===== src/rtl/rv_mdu.sv =====
// Iterative RV32M multiply/divide unit: radix-2 shift-add multiply and restoring divide.
// Fixed latency of XLEN+3 cycles from an accepted start to the done pulse.
module rv_mdu #(
   parameter int unsigned XLEN = 32
) (
   input  logic            clk,
   input  logic            rst,
   input  logic            start,
   input  logic [2:0]      funct3,
   input  logic [XLEN-1:0] opa,
   input  logic [XLEN-1:0] opb,
   output logic            busy,
   output logic            done,
   output logic [XLEN-1:0] result
);

   localparam int unsigned CntW = $clog2(XLEN);

   typedef enum logic [2:0] {StIdle, StPrep, StCalc, StFix, StDone} state_e;

   state_e              state_q, state_d;
   logic [2:0]          op_q;
   logic [XLEN-1:0]     a_q, b_q, result_q;
   logic                sign_a_q, sign_b_q;
   logic [2*XLEN-1:0]   acc_q;
   logic [CntW-1:0]     cnt_q;

   logic                accept, last_iter, is_div;
   logic                a_signed, b_signed, neg_a, neg_b;
   logic [XLEN-1:0]     mag_a, mag_b;
   logic [XLEN:0]       mul_sum, rem_sh, div_diff;
   logic [2*XLEN-1:0]   mul_next, div_next, prod;
   logic [XLEN-1:0]     quo, rem, fix_result;
   logic                q_neg;

   assign accept    = start && ((state_q == StIdle) || (state_q == StDone));
   assign last_iter = (cnt_q == CntW'(XLEN - 1));
   assign is_div    = op_q[2];

   always_comb begin
      state_d = state_q;
      unique case (state_q)
         StIdle:  if (accept) state_d = StPrep;
         StPrep:  state_d = StCalc;
         StCalc:  if (last_iter) state_d = StFix;
         StFix:   state_d = StDone;
         StDone:  state_d = accept ? StPrep : StIdle;
         default: state_d = StIdle;
      endcase
   end

   always_ff @(posedge clk) begin
      if (rst) state_q <= StIdle;
      else     state_q <= state_d;
   end

   // Operand signedness; MULHSU treats only rs1 as signed.
   always_comb begin
      a_signed = 1'b0;
      b_signed = 1'b0;
      unique case (op_q)
         3'd0, 3'd1, 3'd4, 3'd6: begin
            a_signed = 1'b1;
            b_signed = 1'b1;
         end
         3'd2:    a_signed = 1'b1;
         default: ;
      endcase
   end

   assign neg_a = a_signed && a_q[XLEN-1];
   assign neg_b = b_signed && b_q[XLEN-1];
   assign mag_a = neg_a ? -a_q : a_q;
   assign mag_b = neg_b ? -b_q : b_q;

   // Multiply: low half of acc holds the multiplier, high half the partial product.
   assign mul_sum  = {1'b0, acc_q[2*XLEN-1:XLEN]} + {1'b0, (acc_q[0] ? a_q : {XLEN{1'b0}})};
   assign mul_next = {mul_sum, acc_q[XLEN-1:1]};

   // Divide: high half is the partial remainder, low half shifts dividend out / quotient in.
   assign rem_sh   = {acc_q[2*XLEN-1:XLEN], acc_q[XLEN-1]};
   assign div_diff = rem_sh - {1'b0, b_q};
   assign div_next = div_diff[XLEN]
                   ? {rem_sh[XLEN-1:0], acc_q[XLEN-2:0], 1'b0}
                   : {div_diff[XLEN-1:0], acc_q[XLEN-2:0], 1'b1};

   assign prod  = (sign_a_q ^ sign_b_q) ? -acc_q : acc_q;
   assign quo   = acc_q[XLEN-1:0];
   assign rem   = acc_q[2*XLEN-1:XLEN];
   // b_q holds the divisor magnitude here, so this also suppresses negation on divide-by-zero.
   assign q_neg = (sign_a_q ^ sign_b_q) && (b_q != {XLEN{1'b0}});

   always_comb begin
      fix_result = {XLEN{1'b0}};
      unique case (op_q)
         3'd0:             fix_result = prod[XLEN-1:0];
         3'd1, 3'd2, 3'd3: fix_result = prod[2*XLEN-1:XLEN];
         3'd4, 3'd5:       fix_result = q_neg ? -quo : quo;
         3'd6, 3'd7:       fix_result = sign_a_q ? -rem : rem;
         default:          fix_result = {XLEN{1'b0}};
      endcase
   end

   always_ff @(posedge clk) begin
      if (rst) begin
         op_q     <= 3'd0;
         a_q      <= {XLEN{1'b0}};
         b_q      <= {XLEN{1'b0}};
         sign_a_q <= 1'b0;
         sign_b_q <= 1'b0;
         acc_q    <= {2*XLEN{1'b0}};
         cnt_q    <= {CntW{1'b0}};
         result_q <= {XLEN{1'b0}};
      end else begin
         unique case (state_q)
            StIdle, StDone: begin
               if (accept) begin
                  op_q <= funct3;
                  a_q  <= opa;
                  b_q  <= opb;
               end
            end
            StPrep: begin
               sign_a_q <= neg_a;
               sign_b_q <= neg_b;
               a_q      <= mag_a;
               b_q      <= mag_b;
               acc_q    <= is_div ? {{XLEN{1'b0}}, mag_a} : {{XLEN{1'b0}}, mag_b};
               cnt_q    <= {CntW{1'b0}};
            end
            StCalc: begin
               acc_q <= is_div ? div_next : mul_next;
               cnt_q <= cnt_q + CntW'(1);
            end
            StFix:   result_q <= fix_result;
            default: ;
         endcase
      end
   end

   assign busy   = (state_q == StPrep) || (state_q == StCalc) || (state_q == StFix);
   assign done   = (state_q == StDone);
   assign result = result_q;

endmodule

===== config.mk =====
export PLATFORM = sky130hd
export DESIGN_NAME = rv_mdu
export DESIGN_NICKNAME = d
export VERILOG_FILES = /design/src/rtl/rv_mdu.sv
export SDC_FILE = /design/constraint.sdc
export NUM_CORES = 1
export LEC_CHECK = 0
export CAP_MARGIN = 20
export CORE_UTILIZATION = 50
export CTS_CLUSTER_SIZE = 25
export DETAILED_ROUTE_END_ITERATION = 10
export PLACE_DENSITY = 0.73
export RECOVER_POWER = 25
export SLEW_MARGIN = 0
export SYNTH_ARGS = -nofsm -noshare
export SYNTH_HDL_FRONTEND = slang
export SYNTH_SLANG_ARGS = --single-unit

===== constraint.sdc =====
create_clock -name clk -period 3.81 [get_ports clk]
set_clock_uncertainty 0.2 [all_clocks]
set_input_delay 0.381 -clock clk [delete_from_list [all_inputs] [get_ports clk]]
set_output_delay 0.381 -clock clk [all_outputs]
set_load 0.01 [all_outputs]

==> results.md <==
* Outcome: finished with violations
* Failing checks: max-capacitance violations, max-slew violations
* Total die area at 32,600 um^2
* Hold Vio Cnt, Final at 0
* Largest net degree at the start of global routing at 93
* Critical-path top delay cell: or4_1
* Min Tclk post-route at 3.63 ns
* Seq pwr share at 0.322
* Commonest non-fill, non-tap cells in the layout: nor2_1, a21oi_1, nand2_1
* Comb power frac at 0.362
* Clk sinks at between 150 and 200
* Hold-fix buffers at CTS at 0
* Worst-Skew Late Latency at 0.47 ns
* Reg2reg start: b_q[8]
* Die height at 181 um
* Period utilization at 0.954
* Final Wtd Congestion at 1.06
* Setup Viol. Count Final at 0
* Antenna diodes at 0
* Remaining global-route overflow at 0
* Post-route DRC violation count at 0
* Post-Route WL at 67,000 um
* Critical Path Sink: result[19]
* Crit path kind: reg -> reg
* Initial antenna violation count at 0
* Post-DP HPWL at 51,500 um
* Worst-Margin Slew at approximately 1.8 ns
* Layout cell share with drive strength beyond 1 at 0.0851
* Pwr Density at approximately 340 nW/um^2
* H-tree depth at 4
* Drt pass-1 iters at 6
* WL per Instance at approximately 25 um
* FF-to-FF End: result[19]
* Synthesized area at 16,000 um^2
* Highest clock rate at 0.275 GHz
* Clock tree buffer depth at 2
* Layout filler cell count at 2,958
* CTS tree: done
* Initial DRC count at 2,103
* Area grow syn2layout at 15.5%
* Post-synth ARST share at 0
* Rows at 65
* Slew Viols, Final at 89
* CP cell instances: or4_1, nand4b_1, nor2_1, and4_1, nand2_1, a21oi_1, a311oi_1, a2111oi_0, nor3_1
* Switching Fraction at 0.392
* Max_slew headroom at -0.237
* Overall power at approximately 6.3 mW
* Final instance area at about 18,000 um^2
* Global Route Usage Sum at 0.402
* Lkg Pwr at 7.46 nW
* TritonCTS Buffers at 17
* FF+latch count, synth at 173
* CP max FO at 7
* Worst R2R Path Depth at 9
* Via count at 17,800
* Placed Instance Area at 17,800 um^2
* R2R Setup Slk at about 0.18 ns
* Die width at 181 um
* Port-buffer cells at 103
* Critical Path Sink Type: flip-flop
* Worst EP required at 3.92 ns
* First-pass GRT wire length at around 100,000 um
* Hold path start: result[0]
* CP Launch Type: flip-flop
* Vias in the first global route at 16,400
* Final antenna-violating net count at 0
* Largest stage delay on the critical path at 0.60 ns
* Starting density of the core at 0.507
* NumNets Final at 2,431
* Crit path from: b_q[8]
* Pint at 3.85 mW
* Cells after synthesis at about 2,200
* NetSw at between 2 and 2.5 mW
* Commonest non-fill, non-tap cell in the layout: nor2_1
* RSZ-0062 raised after global routing: false
* Total of max-cap violations at 2
* Clock share of power at 0.316
* Unique masters post-synth at between 80 and 90
* Net Count, Synth at 2,368
* CORE AREA at 31,500 um^2
* Main synth FF type: dfxtp_1
* Max VDD drop at 364 uV
* Vias per cell at around 6.6
* Warnings, synthesis at 0
* Clock root buffer: clkbuf_16
* CP arrival at ~3.7 ns
* Hold Path Class: reg -> reg
* Syn Area/Cell at just over 7 um^2
* Post-synth EDFFs at 0
* Clock-pin slew on the worst setup and hold paths at approximately 0.070 ns
* Seq/Total Area, Yosys at 0.217
* TNS Setup at 0 ns
* Top Ports at 104
-- per-stage QoR --
| step | util | hold slack [ns] | worst slack (ns) | instances |
|---|---|---|---|---|
| 6_report | 0.586 | 0.264 | 0.176 | 2704 |
| 5_1_grt | 0.586 | 0.284 | 0.0312 | 2704 |
| 4_1_cts | 0.585 | 0.256 | 0.0503 | 2704 |
| 3_5_place_dp | 0.565 | 0.261 | 0.0629 | 2672 |
| 3_3_place_gp | 0.565 | 0.245 | 0.190 | 2672 |
| 2_1_floorplan | - | 0.239 | 0.394 | 2226 |
-- worst max-delay path, delay by kind of cell (launching register included) --
kind,cells,cell delay [ns]
AND/OR/NAND/NOR,6,2.17
AO/OA/AOI/OAI,3,0.72
flip-flops,1,0.37
-- flip-flops by register name (all words and copies together), names as in the netlist --
signal and flops:
op_q 3, a_q 32, acc_q 64, result 32, sign_a_q 1, sign_b_q 1, state_q 3, cnt_q 5
b_q 32
-- kinds of logic after synthesis --
kind of cell               count (synthesis)  share of synthesized area
adders and majority gates                 72                     0.0574
muxes                                     53                     0.0335
buffers and inverters                    247                     0.0597
AOI/OAI and AO/OA                        719                      0.297
DFF                                      173                      0.217
and+or+nand+nor                          752                      0.220
xor gates and xnor gates                 210                      0.115
-- Yosys cell counts (15+ instances only) --
cell	instances	area [um^2]
a31oi_1	25	156
xor2_1	98	858
o22ai_1	22	138
buf_1	15	56.3
nor2_1	291	1090
nor2b_1	17	106
dfxtp_1	173	3460
a221oi_1	35	307
and3_1	16	100
nand3_1	25	125
nand2_1	193	724
o221ai_1	22	193
or3_1	18	113
o31ai_1	24	180
ha_1	70	876
a22oi_1	34	255
inv_1	61	229
a222oi_1	19	190
a21oi_1	213	1070
o211ai_1	26	195
xnor2_1	112	981
o21ai_0	127	636
nor4_1	19	119
a21o_1	42	315
and2_1	40	250
clkbuf_1	159	597
nor3_1	58	290
mux2i_1	50	500
a211oi_1	21	158
-- routing by layer --
metal / global-route usage / routed length (um) / up-vias
met1: 0.523 / 27200 / 8363
met4: 0.251 / 4390 / 0
met5: 0 / 0 / -
met3: 0.0823 / 6530 / 201
met2: 0.608 / 28900 / 1065
li1: - / - / 8197
-- power groups by stage --
stage / registers (mW) / clock network (mW) / logic (mW)
final: 2.04 / 2.00 / 2.29
after global routing: 2.05 / 2.06 / 2.44
after CTS: 2.03 / 1.99 / 2.22
after detailed placement: 2.07 / 0 / 2.21
after global placement: 2.07 / 0 / 2.19
after floorplan: 2.01 / 0 / 1.45
-- what timing repair did --
item | 4_1_cts | 5_1_grt
hold endpoints to repair | 0 | 0
setup buffers | 0 | 0
gates resized for setup | 0 | 9
setup endpoints to repair | 0 | 10
-- how the worst min path moves through the flow --
stage                     depth (start not counted)        end
after detailed placement                          2  result[0]
after floorplan                                   2    b_q[11]
after CTS                                         3    op_q[2]
final                                             2  result[0]
after global routing                              3    op_q[1]
after global placement                            2  result[0]
-- cell type report --
| cell class | instances | area [um^2] | area share |
|---|---|---|---|
| clock buffer | 21 | 450 | 0.0244 |
| clock inverter | 11 | 180 | 0.00977 |
| inverter | 61 | 229 | 0.0124 |
| multi-input combinational | 1806 | 11600 | 0.630 |
| sequential | 173 | 3470 | 0.188 |
| tap | 402 | 503 | 0.0273 |
| timing repair buffer | 230 | 2000 | 0.108 |
(Power assumes the default switching activity.)
